### src/rtl/south_link_receiver.sv
// North-side link receiver: FIFO-buffers incoming packets and routes each head
// to the south output (dy decremented) or the local sink; dy < 0 is dropped and counted.
module south_link_receiver #(
  parameter int DEPTH = 4,
  parameter int ERR_W = 8
) (
  input  logic                     clk,
  input  logic                     rst_n,
  input  logic [15:0]              link_packet,
  input  logic                     link_valid,
  output logic                     link_ready,
  output logic [15:0]              packet_south,
  output logic                     valid_south,
  input  logic                     ready_south,
  output logic [15:0]              packet_local,
  output logic                     valid_local,
  input  logic                     ready_local,
  output logic [ERR_W-1:0]         err_count,
  output logic [$clog2(DEPTH):0]   occupancy
);

  localparam int PTR_W = $clog2(DEPTH);
  localparam logic [PTR_W:0] FULL_CNT = (PTR_W+1)'(DEPTH);

  logic [15:0]      mem_q [DEPTH];
  logic [PTR_W-1:0] wr_ptr_q, wr_ptr_d;
  logic [PTR_W-1:0] rd_ptr_q, rd_ptr_d;
  logic [PTR_W:0]   count_q, count_d;
  logic [15:0]      south_q, south_d;
  logic [15:0]      local_q, local_d;
  logic             vs_q, vs_d;
  logic             vl_q, vl_d;
  logic [ERR_W-1:0] err_q, err_d;

  logic [15:0] head;
  logic        empty, full;
  logic        head_illegal, head_local, head_south;
  logic        south_free, local_free;
  logic        push, pop, load_south, load_local;

  assign head         = mem_q[rd_ptr_q];
  assign empty        = (count_q == '0);
  assign full         = (count_q == FULL_CNT);
  // dy is signed 4-bit: the sign bit alone marks an illegal packet
  assign head_illegal = head[11];
  assign head_local   = (head[11:8] == 4'd0);
  assign head_south   = !head[11] && (head[11:8] != 4'd0);
  assign south_free   = !vs_q || ready_south;
  assign local_free   = !vl_q || ready_local;

  assign load_south = !empty && head_south && south_free;
  assign load_local = !empty && head_local && local_free;
  assign pop        = load_south || load_local || (!empty && head_illegal);
  assign push       = link_valid && !full;

  always_comb begin
    wr_ptr_d = wr_ptr_q;
    rd_ptr_d = rd_ptr_q;
    count_d  = count_q;
    south_d  = south_q;
    local_d  = local_q;
    vs_d     = vs_q;
    vl_d     = vl_q;
    err_d    = err_q;

    if (push) wr_ptr_d = wr_ptr_q + 1'b1;
    if (pop)  rd_ptr_d = rd_ptr_q + 1'b1;
    if (push && !pop)      count_d = count_q + 1'b1;
    else if (!push && pop) count_d = count_q - 1'b1;

    if (load_south) begin
      south_d = {head[15:12], head[11:8] - 4'd1, head[7:0]};
      vs_d    = 1'b1;
    end else if (vs_q && ready_south) begin
      vs_d = 1'b0;
    end

    if (load_local) begin
      local_d = head;
      vl_d    = 1'b1;
    end else if (vl_q && ready_local) begin
      vl_d = 1'b0;
    end

    if (!empty && head_illegal && (err_q != {ERR_W{1'b1}})) err_d = err_q + 1'b1;
  end

  // Storage is not reset; the pointers and count define what is valid
  always_ff @(posedge clk) begin
    if (push) mem_q[wr_ptr_q] <= link_packet;
  end

  always_ff @(posedge clk or negedge rst_n) begin
    if (!rst_n) begin
      wr_ptr_q <= '0;
      rd_ptr_q <= '0;
      count_q  <= '0;
      south_q  <= 16'h0000;
      local_q  <= 16'h0000;
      vs_q     <= 1'b0;
      vl_q     <= 1'b0;
      err_q    <= '0;
    end else begin
      wr_ptr_q <= wr_ptr_d;
      rd_ptr_q <= rd_ptr_d;
      count_q  <= count_d;
      south_q  <= south_d;
      local_q  <= local_d;
      vs_q     <= vs_d;
      vl_q     <= vl_d;
      err_q    <= err_d;
    end
  end

  assign link_ready   = !full;
  assign packet_south = south_q;
  assign valid_south  = vs_q;
  assign packet_local = local_q;
  assign valid_local  = vl_q;
  assign err_count    = err_q;
  assign occupancy    = count_q;

endmodule

### config.mk
export PLATFORM = sky130hd
export DESIGN_NAME = south_link_receiver
export DESIGN_NICKNAME = d
export VERILOG_FILES = /design/src/rtl/south_link_receiver.sv
export SDC_FILE = /design/constraint.sdc
export NUM_CORES = 1
export LEC_CHECK = 0
export BUFFER_PORTS_ARGS = -buffer_cell sky130_fd_sc_hd__buf_2
export CAP_MARGIN = 10
export CORE_MARGIN = 2
export CORE_UTILIZATION = 45
export CTS_CLUSTER_SIZE = 10
export DETAILED_ROUTE_END_ITERATION = 8
export PLACE_DENSITY = 0.64
export SLEW_MARGIN = 25
export SYNTH_ARGS = -nofsm -noshare
export SYNTH_HDL_FRONTEND = slang
export SYNTH_SLANG_ARGS = --single-unit
### constraint.sdc
create_clock -name clk -period 8.5 [get_ports clk]
set_clock_uncertainty 0.05 [all_clocks]
set_input_delay 0.85 -clock clk [delete_from_list [all_inputs] [get_ports clk]]
set_output_delay 0.85 -clock clk [all_outputs]
set_load 0.005 [all_outputs]
# Word level (Yosys, flattened, before mapping)
# Memories as Yosys holds them, arrays and structs flattened.
# Cells that the tools add are included.
# classes
div	0
n_lt_le_gt_ge	0
n_shift	0
n_reduce_logical	29
mul	0
eq_ne	2
bitwise	0
mux	8
addsub	6
# ops
cell	count
$logic_and A1 B1 Y1	12
$add A8 B1 Y8 const B	1
$ne A8 B8 Y1 const B	1
$logic_not A1 Y1	7
$mux W1	6
$mux W3	2
$reduce_bool A2 Y1	3
$add A2 B1 Y2 const B	2
$logic_not A4 Y1	1
$logic_or A1 B1 Y1	4
$reduce_bool A4 Y1	1
$sub A4 B1 Y4 const B	1
$add A3 B1 Y3 const B	1
$eq A3 B3 Y1 const B	1
$logic_not A3 Y1	1
$sub A3 B1 Y3 const B	1
# word_totals
memories	1
ramBits	64
reg_bits	49
in_bits	21
output_inout_bits	46
word_cells	54
latch_bits	0
mem_bits_ro	0
# mem_list
memory	words	word_bits	read_ports	rd_ports_with_merged_regs	write_ports	line	source
mem_q	4	16	1	0	1	25	logic [15:0] mem_q [DEPTH];

# Depth between registers and ports, before layout
# Gate-level depths: netlist (run 1).
# An unclocked memory read counts as a cell.
# depth
depth_word	10
mapped_depth	15
depth_no_buf	13

# Least setup slack after synthesis (run 1)
# Ideal clock, no wire load.
# synth_timing
path_type	register to register
from	register rd_ptr_q[1]
to	register count_q[2], in the netlist occupancy[2]
stages_incl_launch_ff	16
t_arrival_ps	3014
setup_slack_ps	5357
cell_sequence	dfrtp_1 > clkbuf_2 > buf_2 > mux4_2 > inv_1 > ha_1 > and2_1 > a221oi_1 > a21oi_1 > o21ai_0 > ha_1 > inv_1 > fa_1 > xor2_1 > nor2_1 > xor2_1
# synth_via
elab_chain_len	10
# synth_rtl
element	line	source
from (decl)	27	logic [PTR_W-1:0] rd_ptr_q, rd_ptr_d;
from (signal assigned)	105	rd_ptr_q <= rd_ptr_d;
$mem_v2 Z4 W16 (*)	--	
$reduce_bool A4 Y1 or $logic_not A1 Y1 (tied branches)	47	assign head_south = !head[11] && (head[11:8] != 4'd0);
$logic_and A1 B1 Y1	47	
$logic_and A1 B1 Y1 (2 in series)	51	assign load_south = !empty && head_south && south_free;
$logic_or A1 B1 Y1	53	assign pop = load_south || load_local || (!empty && head_illegal);
$logic_or A1 B1 Y1 (*)	53	
$logic_not A1 Y1	68	if (push && !pop) count_d = count_q + 1'b1;
$logic_and A1 B1 Y1	68	
$mux W3 or $reduce_bool A2 Y1 (tied branches)	--	
to (signal assigned)	106	count_q <= count_d;
to (decl)	28	logic [PTR_W:0] count_q, count_d;
# Mark *: on every way between the ends. The rest lies on a longest branch, timed or not.
# A chain may end at the register's enable or synchronous reset.

# Worst setup path in the final report (run 1)
# Ends and elaborated chain as after synthesis.

==> results.json, run 1 <==
{
  "layout-drive-gt1-share_pct": 42.6,
  "detail_route.wl_per_cell_um": 17.2,
  "cp_slowest_cell": "dfrtp_1",
  "drt_drc_violations_left": 0,
  "grt_max_degree": 50,
  "synth_ff_type": "edfxtp_1",
  "syn-instance-count": 259,
  "cts_made_buffers": 17,
  "synth_compound_area_share_pct": 2.46,
  "setup_viol": 0,
  "final_nets": 366,
  "antenna_found_initial": 0,
  "ant_nets": 0,
  "path_buf_inv": 2,
  "layout_setup_ws_ns": 4.51,
  "yosys_warnings": 0,
  "crit_fanout": 23,
  "final_common_cell": "buf_2",
  "status": "finished clean",
  "cts_resized": 0,
  "grt_setup_unrepaired": "false",
  "slowest_delay_ns": 0.98,
  "hold_class": "in2async",
  "yosysUniqueCellTypes": 41,
  "die_x_um": 105,
  "synth-adder-area-share_pct": 2.33,
  "cts-root-buf": "clkbuf_8",
  "area_delta_synth_final_pct": 23.3,
  "diodes": 0,
  "hpwl_um": 5330,
  "power.density_nw_per_um2": 416,
  "critPathCaptureType": "register",
  "fill_cells": 773,
  "syn_nets": 288,
  "cts.sinks": 113,
  "synth_area_um2": 4620,
  "cts_tree": "built",
  "regArea_um2": 3150,
  "die_h_um": 105,
  "period_minus_slack_ns": 3.99,
  "yosys.area_share.simple_pct": 6.04,
  "grt_pass1_wl_um": 13400,
  "min_period_over_period_pct": 46.9,
  "cts_hold_buf": 0,
  "multi_input_area_um2": 1380,
  "finalHoldViolations": 0,
  "place_ws_ns": 4.62,
  "leakage_nw": 2.40,
  "async_flop_share_pct": 43.4,
  "viasPerCell": 5.11,
  "max_freq_mhz": 251,
  "vdd_ir_drop_max_mv": 0.137,
  "relSlewSlack_pct": 35.1,
  "place.gp.congestion": 0.782,
  "drtIter0Drc": 110,
  "clk-insertion-delay-late_ns": 0.51,
  "clk_pin_slew_worst_paths_ns": 0.06,
  "drt-pass1-iter-count": 4,
  "fp-row-count": 36,
  "crit_family": "flip-flops",
  "cp.arrival_ns": 4.36,
  "vias": 2470,
  "postCtsSetupBuffers": 0,
  "portBuffers": 66,
  "start_kind": "register",
  "setup-tns-final_ns": 0,
  "ys_seq_elements": 113,
  "synth_area_per_cell_um2": 17.8,
  "routed_wl_um": 8310,
  "synthMuxAreaShare_pct": 17.0,
  "synth-xor-area-share_pct": 2.08,
  "synth-edff-count": 64,
  "grt_pass1_vias": 2544,
  "path_cells": "mux4_2 > inv_1 > ha_1 > and2_1 > a221oi_1 > a21oi_1 > o21ai_0 > ha_1 > inv_1 > fa_1 > xor2_1 > nor2_1 > xor2_1",
  "synth_top_family_by_area": "multiplexers",
  "worstMarginPinSlew_ns": 0.973,
  "initial_utilization_pct": 46.9,
  "grt_use_total_pct": 16.3,
  "clk_path_buf_depth": 2,
  "cp_data_required_time_ns": 8.87,
  "coreArea_um2": 9860,
  "h-tree-depth": 4,
  "synth_seq_area_share_pct": 68.1,
  "crit_type": "reg2reg",
  "num_io_pins": 67,
  "gr-total-overflow": 0,
  "slew_viol_final": 0,
  "final_cell_mix": "66 x buf_2, 64 x edfxtp_1, 49 x dfrtp_1",
  "dieArea_um2": 11100,
  "maxCapViolations": 0
}
-- through the flow --
step / cells / total power, mW / hold WS (ns) / utilization, % / area, um2
6_report: 483 / 2.37 / 0.394 / 57.8 / 5700
5_1_grt: 483 / 2.51 / 0.439 / 57.8 / 5700
4_1_cts: 483 / 2.40 / 0.405 / 57.8 / 5700
3_5_place_dp: 451 / 1.65 / 0.427 / 51.4 / 5070
3_3_place_gp: 451 / 1.62 / 0.413 / 51.4 / 5070
2_1_floorplan: 259 / 1.42 / 0.428 / - / 4620
-- synth_stat cells, drive strengths merged, types with 3 or more instances --
cell | instances | area (um2)
and2 | 4 | 25.0
and3 | 5 | 31.3
buf | 5 | 43.8
clkbuf | 4 | 16.3
dfrtp | 49 | 1230
edfxtp | 64 | 1920
ha | 7 | 87.6
inv | 8 | 30.0
mux2 | 31 | 409
mux2i | 4 | 40.0
mux4 | 15 | 338
nand2 | 10 | 37.5
nand3 | 4 | 45.0
nor2 | 7 | 42.5
nor2b | 4 | 25.0
nor3 | 5 | 25.0
xnor2 | 3 | 26.3
xor2 | 8 | 70.1
-- report_power, final --
group	switching [mW]	internal, mW	total [mW]	leakage [nW]
logic	0.351	0.398	0.749	0.917
registers	0.119	0.766	0.885	1.18
clock network	0.245	0.493	0.738	0.305
total	0.716	1.66	2.37	2.40
-- flip-flops by register name (all words and copies together), names as in the netlist --
name	count
err_count	8
wr_ptr_q	2
valid_local	1
rd_ptr_q	2
packet_south	16
packet_local	16
mem_q	64
occupancy	3
valid_south	1
-- worst reg2reg max path, delay by kind of cell (launching register included) --
| family | cells | cell delay, ns |
|---|---|---|
| compound gates | 3 | 0.90 |
| xor+xnor | 2 | 0.32 |
| fa+ha+maj | 3 | 0.81 |
| buf+inv | 2 | 0.13 |
| flops | 1 | 0.98 |
| mux | 1 | 0.42 |
| simple gates | 2 | 0.31 |
-- layer usage --
| metal | up-vias | GRT usage (%) | part of all wire [%] |
|---|---|---|---|
| li1 | 1145 | - | - |
| met1 | 1241 | 22.2 | 47 |
| met2 | 72 | 23.5 | 46 |
| met3 | 12 | 5.01 | 4.9 |
| met4 | 0 | 8.67 | 1.8 |
| met5 | - | 0 | 0 |
-- cell families (layout without fill, tap and decap cells) --
group,Yosys count,in the layout
xor gates and xnor gates,11,11
AOI/OAI and AO/OA,14,14
buffers and inverters,17,108
muxes,50,50
adders and majority gates,8,8
DFF,113,113
and+or+nand+nor,46,46
-- cell type report --
class,count,share of cell area (%)
Clock buffer,20,7.81
Clock inverter,12,3.18
Inverter,8,0.527
Multi-Input combinational cell,129,24.3
Sequential cell,113,55.2
Tap cell,133,2.92
Timing Repair Buffer,68,6.06
-- final timing paths --
path | slack [ns] | start | depth (start not counted) | endpoint
setup / recovery | 4.51 | rd_ptr_q[1] | 13 | occupancy[2]
hold / removal | 0.39 | rst_n | 2 | packet_local[15]
setup reg to reg | 4.51 | rd_ptr_q[1] | 13 | occupancy[2]
hold reg to reg | 0.44 | packet_local[10] | 1 | packet_local[10]
max in group asynchronous | 7.57 | rst_n | 2 | wr_ptr_q[0]
min in group clk | 0.44 | packet_local[10] | 1 | packet_local[10]
(Power assumes the default switching activity.)
==> run 2, diff against run 1 <==
- clock period: 8.5 -> 3.8 ns (I/O delays scaled with it)
==> results.json, run 2 (synthesis results as in run 1) <==
{
  "status": "finished clean",
  "fp-row-count": 36,
  "setup_viol": 0,
  "grt_setup_unrepaired": "false",
  "final_nets": 369,
  "detail_route.wl_per_cell_um": 16.9,
  "min_period_over_period_pct": 89.8,
  "clk_path_buf_depth": 2,
  "fin_cells": 486,
  "drtIter0Drc": 100,
  "rr_worst_depth": 13,
  "path_buf_inv": 2,
  "finalHoldViolations": 0,
  "maxCapViolations": 0,
  "grt_pass1_vias": 2579,
  "postCtsSetupBuffers": 0,
  "crit_type": "reg2reg",
  "hold_class": "in2reg",
  "cts-root-buf": "clkbuf_8",
  "worstMarginPinSlew_ns": 0.856,
  "final_common_cell": "buf_2",
  "crit_family": "compound AO/OA/AOI/OAI gates",
  "cts_tree": "built",
  "cp_slowest_cell": "a221oi_1",
  "routed_wl_um": 8210,
  "layout-drive-gt1-share_pct": 43.1,
  "place_ws_ns": 0.415,
  "area_delta_synth_final_pct": 22.6,
  "ant_nets": 0,
  "coreArea_um2": 9860,
  "period_minus_slack_ns": 3.41,
  "max_freq_mhz": 293,
  "crit_fanout": 9,
  "path_cells": "mux4_2 > inv_1 > ha_1 > and2_1 > a221oi_1 > a21oi_1 > o21ai_0 > ha_1 > inv_1 > fa_1 > xor2_1 > nor2_1 > xor2_1",
  "drt_drc_violations_left": 0,
  "cts_made_buffers": 17,
  "drt-pass1-iter-count": 4,
  "critPathCaptureType": "register",
  "relSlewSlack_pct": 42.9,
  "slowest_delay_ns": 0.62,
  "h-tree-depth": 4,
  "power_mw": 5.13,
  "die_x_um": 105,
  "cp.arrival_ns": 3.79,
  "leakage_nw": 2.39,
  "clk-insertion-delay-late_ns": 0.51,
  "power.density_nw_per_um2": 906,
  "cp_num_cells": 13,
  "placed_cells": 453,
  "start_kind": "register",
  "gr-total-overflow": 0,
  "largest_register": "mem_q",
  "regToRegStartpoint": "rd_ptr_q[1]",
  "clk_pin_slew_worst_paths_ns": 0.06,
  "cts_resized": 0,
  "diodes": 0,
  "grt_use_total_pct": 16.3,
  "num_io_pins": 67,
  "r2r_end": "occupancy[2]",
  "slew_viol_final": 0,
  "viasPerCell": 5.00,
  "placed_cell_area_um2": 5090,
  "critPathCapture": "occupancy[2]",
  "cts.sinks": 113,
  "grt_max_degree": 35,
  "grt_pass1_wl_um": 13500,
  "vias": 2431,
  "r2r_setup_slack_ns": 0.39,
  "initial_utilization_pct": 46.9,
  "die_h_um": 105,
  "portBuffers": 66,
  "largest_reg_flops": 64,
  "startpoint": "rd_ptr_q[1]",
  "place.gp.congestion": 0.795,
  "layout_setup_ws_ns": 0.386,
  "cts_hold_buf": 1,
  "dieArea_um2": 11100,
  "setup-tns-final_ns": 0,
  "antenna_found_initial": 0,
  "final_cell_mix": "66 x buf_2, 64 x edfxtp_1, 49 x dfrtp_1",
  "hpwl_um": 5470,
  "final_cell_area_um2": 5670,
  "vdd_ir_drop_max_mv": 0.310,
  "cp_data_required_time_ns": 4.18
}
==> run 2: cell count changes in the layout (fill, tap and decap cells not counted), sizes merged <==
cell / change
bufinv: -3
inv: +3
buf: +2
clkbuf: -1
clkinv: +1
dlygate4sd3: +1
==> run 2: worst reg2reg max path, cell delays in order, from the launching register on <==
cell	delay, ns
dfrtp_1	0.56
mux4_2	0.32
inv_1	0.06
ha_1	0.22
and2_1	0.19
a221oi_1	0.62
a21oi_1	0.07
o21ai_0	0.20
ha_1	0.21
inv_1	0.06
fa_1	0.37
xor2_1	0.15
nor2_1	0.11
xor2_1	0.15
==> run 2: per-stage QoR <==
stage,utilization (%),hold WS (ns)
after floorplan,-,0.0344
after global placement,51.6,0.414
after CTS,57.4,0.00967
after detailed placement,51.6,0.418
final,57.4,0.0338
after global routing,57.4,0.0157
==> run 2: final cells by class <==
class / count / area [um2]
Tap cell: 133 / 166
Clock inverter: 13 / 126
Sequential cell: 113 / 3150
Clock buffer: 19 / 442
Multi-Input combinational cell: 129 / 1380
Timing Repair Buffer: 71 / 370
Inverter: 8 / 30.0
Fill cell: 762 / 4200
==> run 2: metal layers <==
layer | vias to the layer above | GRT usage (%) | share of wire, %
li1 | 1148 | - | -
met1 | 1225 | 22.0 | 48
met2 | 48 | 24.4 | 46
met3 | 10 | 4.82 | 4.2
met4 | 0 | 7.43 | 1.5
met5 | - | 0 | 0
==> run 2: worst min path at each step <==
stage                     start               end  slack (ns)  cells past startpoint
2_1_floorplan             rst_n      err_count[0]        0.03                      0
3_3_place_gp   packet_local[10]  packet_local[10]        0.41                      1
3_5_place_dp   packet_local[11]  packet_local[11]        0.42                      1
4_1_cts          link_packet[7]       mem_q[0][7]        0.01                      1
5_1_grt          link_packet[0]       mem_q[2][0]        0.02                      1
6_report         link_packet[7]       mem_q[0][7]        0.03                      1
==> run 2: power breakdown <==
part	switching, mW	internal (mW)
clock network	0.573	0.911
logic	0.821	0.899
registers	0.217	1.71
